### src/rtl/n_restoring_divider_pkg.sv
//------------------------------------------------------------------------------
// n_restoring_divider_pkg
// FSM state encodings and the counter-width helper for the restoring divider.
// Revision: 1.0
//------------------------------------------------------------------------------
`default_nettype none

package n_restoring_divider_pkg;

    localparam logic [1:0] c_IDLE = 2'd0;
    localparam logic [1:0] c_RUN  = 2'd1;
    localparam logic [1:0] c_DONE = 2'd2;

    function automatic int cnt_width(input int bits);
        return (bits < 2) ? 1 : $clog2(bits);
    endfunction

endpackage

`default_nettype wire

### src/rtl/n_restoring_divider_subtractor.sv
//------------------------------------------------------------------------------
// n_ripple_borrow_subtractor
// Combinational a - b as a ripple chain of full_adder cells (b inverted, ci=1).
// Revision: 1.0
//------------------------------------------------------------------------------
`default_nettype none

module full_adder (
    input  logic a,
    input  logic b,
    input  logic ci,
    output logic s,
    output logic co
);
    assign s  = a ^ b ^ ci;
    assign co = (a & b) | (ci & (a ^ b));
endmodule

module n_ripple_borrow_subtractor #(
    parameter int WIDTH = 5
) (
    input  logic [WIDTH-1:0] a,
    input  logic [WIDTH-1:0] b,
    output logic [WIDTH-1:0] diff,
    output logic             borrow
);
    logic [WIDTH:0] w_c;

    assign w_c[0] = 1'b1;

    generate
        for (genvar i = 0; i < WIDTH; i++) begin : g_bit
            full_adder u_fa (
                .a  (a[i]),
                .b  (~b[i]),
                .ci (w_c[i]),
                .s  (diff[i]),
                .co (w_c[i+1])
            );
        end
    endgenerate

    // No final carry means the two's-complement add wrapped below zero.
    assign borrow = ~w_c[WIDTH];
endmodule

`default_nettype wire

### src/rtl/n_restoring_divider.sv
//------------------------------------------------------------------------------
// n_restoring_divider
// Sequential unsigned restoring divider, one quotient bit per clock.
// Revision: 1.0
//------------------------------------------------------------------------------
`default_nettype none

module n_restoring_divider
    import n_restoring_divider_pkg::*;
#(
    parameter int BITS = 4
) (
    input  logic            clk,
    input  logic            rst_n,
    input  logic            start,
    input  logic [BITS-1:0] dividend,
    input  logic [BITS-1:0] divisor,
    output logic            busy,
    output logic            done,
    output logic [BITS-1:0] quotient,
    output logic [BITS-1:0] remainder,
    output logic            div_by_zero
);
    localparam int              c_CW       = cnt_width(BITS);
    localparam logic [c_CW-1:0] c_CNT_LOAD = c_CW'(BITS - 1);

    logic [1:0]      r_state;
    logic [1:0]      w_next;
    logic [c_CW-1:0] r_cnt;
    logic [BITS:0]   r_r;
    logic [BITS-1:0] r_q;
    logic [BITS-1:0] r_d;

    logic [BITS:0]   w_s;
    logic [BITS:0]   w_t;
    logic            w_borrow;
    logic [BITS:0]   w_r_next;
    logic [BITS-1:0] w_q_next;
    logic            w_accept;
    logic            w_unused;

    assign w_accept = start && ((r_state == c_IDLE) || (r_state == c_DONE));

    assign w_s = {r_r[BITS-1:0], r_q[BITS-1]};

    n_ripple_borrow_subtractor #(
        .WIDTH (BITS + 1)
    ) u_sub (
        .a      (w_s),
        .b      ({1'b0, r_d}),
        .diff   (w_t),
        .borrow (w_borrow)
    );

    assign w_r_next = w_borrow ? w_s : w_t;
    assign w_q_next = {r_q[BITS-2:0], ~w_borrow};

    // R < D keeps the headroom bit of R at zero, so it is never read back.
    assign w_unused = r_r[BITS];

    always_ff @(posedge clk or negedge rst_n) begin
        if (!rst_n) begin
            r_state <= c_IDLE;
        end else begin
            r_state <= w_next;
        end
    end

    always_comb begin
        w_next = r_state;
        case (r_state)
            c_IDLE, c_DONE: begin
                if (start) begin
                    w_next = (divisor == '0) ? c_DONE : c_RUN;
                end else begin
                    w_next = c_IDLE;
                end
            end
            c_RUN: begin
                if (r_cnt == '0) begin
                    w_next = c_DONE;
                end
            end
            default: w_next = c_IDLE;
        endcase
    end

    always_comb begin
        busy = (r_state == c_RUN);
        done = (r_state == c_DONE);
    end

    always_ff @(posedge clk or negedge rst_n) begin
        if (!rst_n) begin
            r_q         <= '0;
            r_d         <= '0;
            r_r         <= '0;
            r_cnt       <= '0;
            quotient    <= '0;
            remainder   <= '0;
            div_by_zero <= 1'b0;
        end else if (w_accept) begin
            r_q   <= dividend;
            r_d   <= divisor;
            r_r   <= '0;
            r_cnt <= c_CNT_LOAD;
            if (divisor == '0) begin
                quotient    <= '1;
                remainder   <= dividend;
                div_by_zero <= 1'b1;
            end
        end else if (r_state == c_RUN) begin
            r_q <= w_q_next;
            r_r <= w_r_next;
            if (r_cnt == '0) begin
                quotient    <= w_q_next;
                remainder   <= w_r_next[BITS-1:0];
                div_by_zero <= 1'b0;
            end else begin
                r_cnt <= r_cnt - 1'b1;
            end
        end
    end
endmodule

`default_nettype wire
### config.mk
export PLATFORM = sky130hd
export DESIGN_NAME = n_restoring_divider
export DESIGN_NICKNAME = d
export VERILOG_FILES = /design/src/rtl/n_restoring_divider_pkg.sv /design/src/rtl/n_restoring_divider_subtractor.sv /design/src/rtl/n_restoring_divider.sv
export SDC_FILE = /design/constraint.sdc
export NUM_CORES = 1
export LEC_CHECK = 0
export ABC_AREA = 1
export BUFFER_PORTS_ARGS = -buffer_cell sky130_fd_sc_hd__buf_2
export CAP_MARGIN = 20
export CORE_UTILIZATION = 45
export DETAILED_ROUTE_END_ITERATION = 7
export PLACE_DENSITY = 0.69
export SKIP_LAST_GASP = 1
export SLEW_MARGIN = 25
export SYNTH_ARGS = -nofsm -noshare
export SYNTH_HDL_FRONTEND = slang
export SYNTH_SLANG_ARGS = --single-unit
### constraint.sdc
create_clock -name clk -period 2.4 [get_ports clk]
set_clock_uncertainty 0.15 [all_clocks]
set_input_delay 0.48 -clock clk [delete_from_list [all_inputs] [get_ports clk]]
set_output_delay 0.48 -clock clk [all_outputs]
set_load 0.03 [all_outputs]
* Yosys cells after proc, flatten, opt, wreduce, memory -nomap -nowiden
Cells that the tools add are included.
** Storage, ports and cells
- Flip-flop bits (word level) :: 25
- Logic and storage cells :: 74
** Cells by class
- Add/subtract/negate cells :: 1
- Equal/unequal tests :: 5
- Mux-type cells :: 24
- Bitwise gates (word level) :: 26
- Reductions and logical operators :: 10
** Operator list (count)
- 4-bit 2-to-1 mux :: 13
- 2-bit 2-to-1 mux :: 6
- 1-bit bitwise AND :: 8
- 1-bit XOR :: 7
- 1-bit NOT :: 6
- 1-bit OR :: 5
- 2-bit zero test :: 2
- 4-bit zero test :: 1
- 1-bit 2-to-1 mux :: 4
- 2-bit by 1-bit != test with 1-bit output, second input constant :: 2
- 2-bit one-hot mux with 2 select lines :: 1
- 2-bit nonzero test :: 2
- 3-bit AND reduction :: 1
- 2-bit by 1-bit equality test with 1-bit output, second input constant :: 1
- 2-bit equality test, second input constant :: 1
- 2-bit != test, second input constant :: 1
- 2-bit AND reduction :: 1
- 2-bit OR reduction :: 1
- 2-bit by 1-bit subtractor with 2-bit output, second input constant :: 1
- 1-bit logical AND :: 1
- 1-bit logical OR :: 1

* Longest topological paths before layout
- Depth after elaboration :: 15
- Gate-level depth with buffers :: 11

* Modules after synthesis
A second synthesis with hierarchy kept.
** Unflattened totals
- Cell total of the unflattened synthesis :: 156
- Area total of the unflattened synthesis :: 1291.2 um^2
** By module, submodules not included
- n_restoring_divider :: instances 1, cells an instance 144, area each 1164.9 um^2
- full_adder :: instances 5, cells an instance 1, area each 20.0 um^2
- n_ripple_borrow_subtractor :: instances 1, cells an instance 7, area each 26.3 um^2

* Worst setup path before layout
Ideal clock, no wire load.
- Kind :: flip-flop to flip-flop
- Start point :: reg r_d[0]
- End point :: reg r_r[3]
- Data arrival time :: 2.105 ns
- Required time :: 2.167 ns
- Slack :: 0.062 ns
- Cell stages (with the launch flop) :: 10
- Buffers on the path :: 0
- Clock period less this slack :: 2.338 ns
- Cells stage by stage :: dfrtp_1 -> ha_1 -> fa_1 -> fa_1 -> fa_1 -> nand2_1 -> nand3_1 -> nand2_1 -> nand2_1 -> o21ai_0
** Between the ends
- Cells in the longest elaborated chain, start to end :: 14
** Ends and longest elaborated chain
- from (decl) :: RTL line n_restoring_divider.sv:32 : logic [BITS-1:0] r_d;
- from (signal assigned) :: RTL line n_restoring_divider.sv:104 : r_d <= divisor;
- 1-bit NOT (*) :: RTL line n_restoring_divider_subtractor.sv:35 : .b (~b[i]),
- 1-bit bitwise AND / 1-bit XOR (equally long branches) :: RTL line n_restoring_divider_subtractor.sv:16 : assign co = (a & b) | (ci & (a ^ b));
- 1-bit OR (*) :: RTL line n_restoring_divider_subtractor.sv:16
- 1-bit bitwise AND (*) :: RTL line n_restoring_divider_subtractor.sv:16
- 1-bit OR (*) :: RTL line n_restoring_divider_subtractor.sv:16
- 1-bit bitwise AND (*) :: RTL line n_restoring_divider_subtractor.sv:16
- 1-bit OR (*) :: RTL line n_restoring_divider_subtractor.sv:16
- 1-bit bitwise AND :: RTL line n_restoring_divider_subtractor.sv:16
- 1-bit OR :: RTL line n_restoring_divider_subtractor.sv:16
- 1-bit bitwise AND :: RTL line n_restoring_divider_subtractor.sv:16
- 1-bit OR :: RTL line n_restoring_divider_subtractor.sv:16
- 4-bit 2-to-1 mux (*) :: RTL line n_restoring_divider.sv:55 : assign w_r_next = w_borrow ? w_s : w_t;
- 4-bit 2-to-1 mux (*) :: RTL line n_restoring_divider.sv:112 : end else if (r_state == c_RUN) begin
- 4-bit 2-to-1 mux (*) :: RTL line n_restoring_divider.sv:102 : end else if (w_accept) begin
- to (signal assigned) :: RTL line n_restoring_divider.sv:114 : r_r <= w_r_next;
- to (decl) :: RTL line n_restoring_divider.sv:30 : logic [BITS:0] r_r;
Mark *: on every way between the ends. The rest lies on a longest branch, timed or not. The select of a mux whose other input is x is not followed.
A chain may end at the register's enable or synchronous reset.

* Worst setup path after layout
- Start point :: reg r_q[3]
- End point :: reg r_r[1]
** Between the ends
- Cells in the longest elaborated chain, start to end :: 13
** Ends and longest elaborated chain
- from (decl) :: RTL line n_restoring_divider.sv:31 : logic [BITS-1:0] r_q;
- from (signal assigned) :: RTL line n_restoring_divider.sv:103 : r_q <= dividend;
- from (signal assigned) :: RTL line n_restoring_divider.sv:113 : r_q <= w_q_next;
- 1-bit bitwise AND / 1-bit XOR (equally long branches) :: RTL line n_restoring_divider_subtractor.sv:16
- 1-bit OR (*) :: RTL line n_restoring_divider_subtractor.sv:16
- 1-bit bitwise AND :: RTL line n_restoring_divider_subtractor.sv:16
- 1-bit OR :: RTL line n_restoring_divider_subtractor.sv:16
- 1-bit bitwise AND :: RTL line n_restoring_divider_subtractor.sv:16
- 1-bit OR :: RTL line n_restoring_divider_subtractor.sv:16
- 1-bit bitwise AND :: RTL line n_restoring_divider_subtractor.sv:16
- 1-bit OR :: RTL line n_restoring_divider_subtractor.sv:16
- 1-bit bitwise AND :: RTL line n_restoring_divider_subtractor.sv:16
- 1-bit OR :: RTL line n_restoring_divider_subtractor.sv:16
- 4-bit 2-to-1 mux (*) :: RTL line n_restoring_divider.sv:55
- 4-bit 2-to-1 mux (*) :: RTL line n_restoring_divider.sv:112
- 4-bit 2-to-1 mux (*) :: RTL line n_restoring_divider.sv:102
Marked as above.

==> metrics.csv <==
stage,metric,value,unit
run_status,run status,"finished, violations left",
run_status,failing checks,negative setup slack,
grt,largest net degree at the start of global routing,26,
synthesis,mapped cell area,1230,um^2
grt,antenna violations before repair,0,
sta,"Hold Vio Cnt, Final",0,
clocking,clock root buffer,clkbuf_4,
layout,layout net count,190,
place,DP HPWL,1.82,mm
floorplan,number of cell rows,18,
sta,RSZ-0062 raised after global routing,yes,
detailed_routing,drc violations,0,
detailed_routing,drt total wl,2.57,mm
detailed_routing,via count,992,
setup_path,Register-to-Register Path Depth,11,
layout,final std cells w/o fill,203,
sta,"Worst Setup Slack, final",-0.0456,ns
floorplan,Die H,54.4,um
floorplan,die span in x,54.4,um
synthesis,synth top area cells,"dfrtp_1 51%, nand2_1 13%, nand3_1 6.5%",
synthesis,register area share after synthesis,0.507,
clocking,Clock Pin Slew Worst Setup and Hold Paths,0.13,ns
hold_path,worst hold path class,input pin to register,
clocking,Max H-tree Level,1,
setup_path,Critical Path RT,2.44,ns
power,total power,2.32,mW
flow_run,maxcap violations,0,
layout,Fillers,227,
layout,Area Growth Syn to Fin,21.5,%
synthesis,Avg Inst Size Synth,8.46,um^2
synthesis,Cell variety after synth,19,
synthesis,"Net Count, Synth",162,
sta,number of setup violations in the final report,6,
floorplan,Die Footprint,2960,um^2
setup_path,reg2reg setup slack,-0.05,ns
synthesis,leading area contributor after synthesis,dfrtp_1,
place,routability cong.,0.892,
layout,"commonest non-fill, non-tap cells in the layout","43 x nand2_1, 25 x dfrtp_1, 21 x buf_2",
place,dpl ws,-0.116,ns
sta,Final Cycle Share,1.02,
layout,final core occ,0.589,
synthesis,synthesis-stage register bit count,25,
synthesis,Ys Warns,0,
layout,Multi-input gate area,591,um^2
power,PD cells,1550,nW/um^2
synthesis,post-synth top area share,0.507,
setup_path,FF-to-FF Start,r_q[3],
hold_path,WHS Endpoint,r_d[3],
sta,Slew @ Worst Pin,0.829,ns
clocking,clock buffer depth,2,
floorplan,area of the core,2540,um^2
detailed_routing,remaining antenna violation count after routing,0,
clocking,cts bufs inserted,3,
grt,first-pass GRT wire length,3.97,mm
floorplan,Starting Density,0.485,
setup_path,Setup CP Type,register to register,
floorplan,I/O Pins,22,
detailed_routing,vias per inst,4.89,
setup_path,CP Capture Type,register,
clocking,TritonCTS clock tree,built,
sta,Final min period,2.45,ns
layout,share of cells above drive strength 1,0.295,
sta,Slew HR,0.444,
power,Leak Pwr,0.790,nW
layout,Diodes inserted,0,
grt,vias in the first global route,896,
setup_path,crit path DAT,2.48,ns
detailed_routing,DRT iter0 DRCs,20,
synthesis,Syn Inst Count,146,
hold_path,hold depth,3,
place,Cells after DPL,196,
layout,"most common cell after layout, fill and taps aside",nand2_1,
power,Max rail drop VDD,843,uV
sta,TNS Setup,-0.175,ns
sta,maximum clock frequency,409,MHz
place,port bufs,21,
setup_path,RR Endpoint,r_r[1],
setup_path,CP Max Fanout,4,
clocking,worst-skew pair later-pin latency,0.32,ns
detailed_routing,wire per inst,12.7,um
hold_path,Worst Hold Launch,divisor[3],
detailed_routing,drt first pass iters,4,
clocking,CTS Sinks,25,
layout,Reg area,626,um^2
sta,"Slew Viols, Final",0,
grt,total grt overflow,0,
grt,Tot GR Track Use,0.192,
setup_path,startpoint types,register,
## final cells by class
class | count | share of cell area
inverters | 19 | 0.0475
flip-flops and latches | 25 | 0.417
repair buffers | 26 | 0.0967
clock buffers | 3 | 0.0150
well taps | 30 | 0.0250
multi-input cells | 99 | 0.394
clock inverters | 1 | 0.00500
## metrics by stage
step / cell area [um^2] / hold WS (ns)
2_1_floorplan: 1230 / 0.0344
3_3_place_gp: 1380 / 0.301
3_5_place_dp: 1380 / 0.303
4_1_cts: 1440 / 0.208
5_1_grt: 1500 / 0.212
6_report: 1500 / 0.218
## what timing repair did
item / in CTS / in global routing
hold buffers: 1 / 0
setup buffers: 0 / 2
hold endpoints to repair: 25 / 0
pin swaps: 3 / 12
endpoints found under the setup margin: 10 / 10
gates resized for setup: 10 / 13
## critical path, cell delays in order, from the launching register on
cell,delay [ns]
dfrtp_1,0.40
inv_2,0.07
ha_4,0.15
fa_2,0.34
fa_2,0.36
fa_2,0.42
inv_2,0.10
nor2_4,0.05
nand3_2,0.08
nand2_1,0.08
nand2_1,0.06
o21ai_1,0.07
## power breakdown
group,switching [mW],leakage (nW),internal [mW]
logic,0.866,0.474,0.505
registers,0.140,0.303,0.620
clock network,0.129,0.0139,0.0636
total,1.14,0.790,1.19
## state kept, by name, summed over array words and instances (netlist names)
name / count
div_by_zero: 1
remainder: 4
r_d: 4
r_q: 4
r_cnt: 2
quotient: 4
r_r: 4
r_state: 2
## synthesized netlist by cell type
cell type and number:
nand2_1 44, dfrtp_1 25, inv_1 18, nand3_1 16, nor2_1 12, o21ai_0 6
nor3_1 4, o211ai_1 4, fa_1 3, a21oi_1 2, buf_2 2, ha_1 2
nand2_4 2, buf_4 1, inv_2 1, nand3_2 1, nor2_2 1, nor2_4 1
o21ai_1 1
## routing by layer
metal  global-route usage  wire length [um]
met2                0.303              1210
met3               0.0333                77
met5                    0                 0
met4               0.0513                29
met1                0.271              1250
## worst max path at each step
| stage | start | endpoint | slack, ns | depth (start not counted) |
|---|---|---|---|---|
| floorplan | r_d[0] | r_r[3] | 0.06 | 9 |
| global placement | r_d[0] | r_r[1] | -0.08 | 9 |
| detailed placement | r_d[0] | r_r[0] | -0.12 | 9 |
| CTS | r_d[0] | r_r[3] | -0.02 | 9 |
| global route | r_q[3] | r_r[2] | -0.14 | 10 |
| finish | r_q[3] | r_r[1] | -0.05 | 11 |
## cells by family after synthesis
kind of cell / after synthesis / share of synthesized area
buf+inv: 22 / 0.0719
flops: 25 / 0.507
fa+ha+maj: 5 / 0.0689
compound gates: 13 / 0.0608
simple gates: 81 / 0.292
Note: power is estimated with default switching activity, not from simulation.
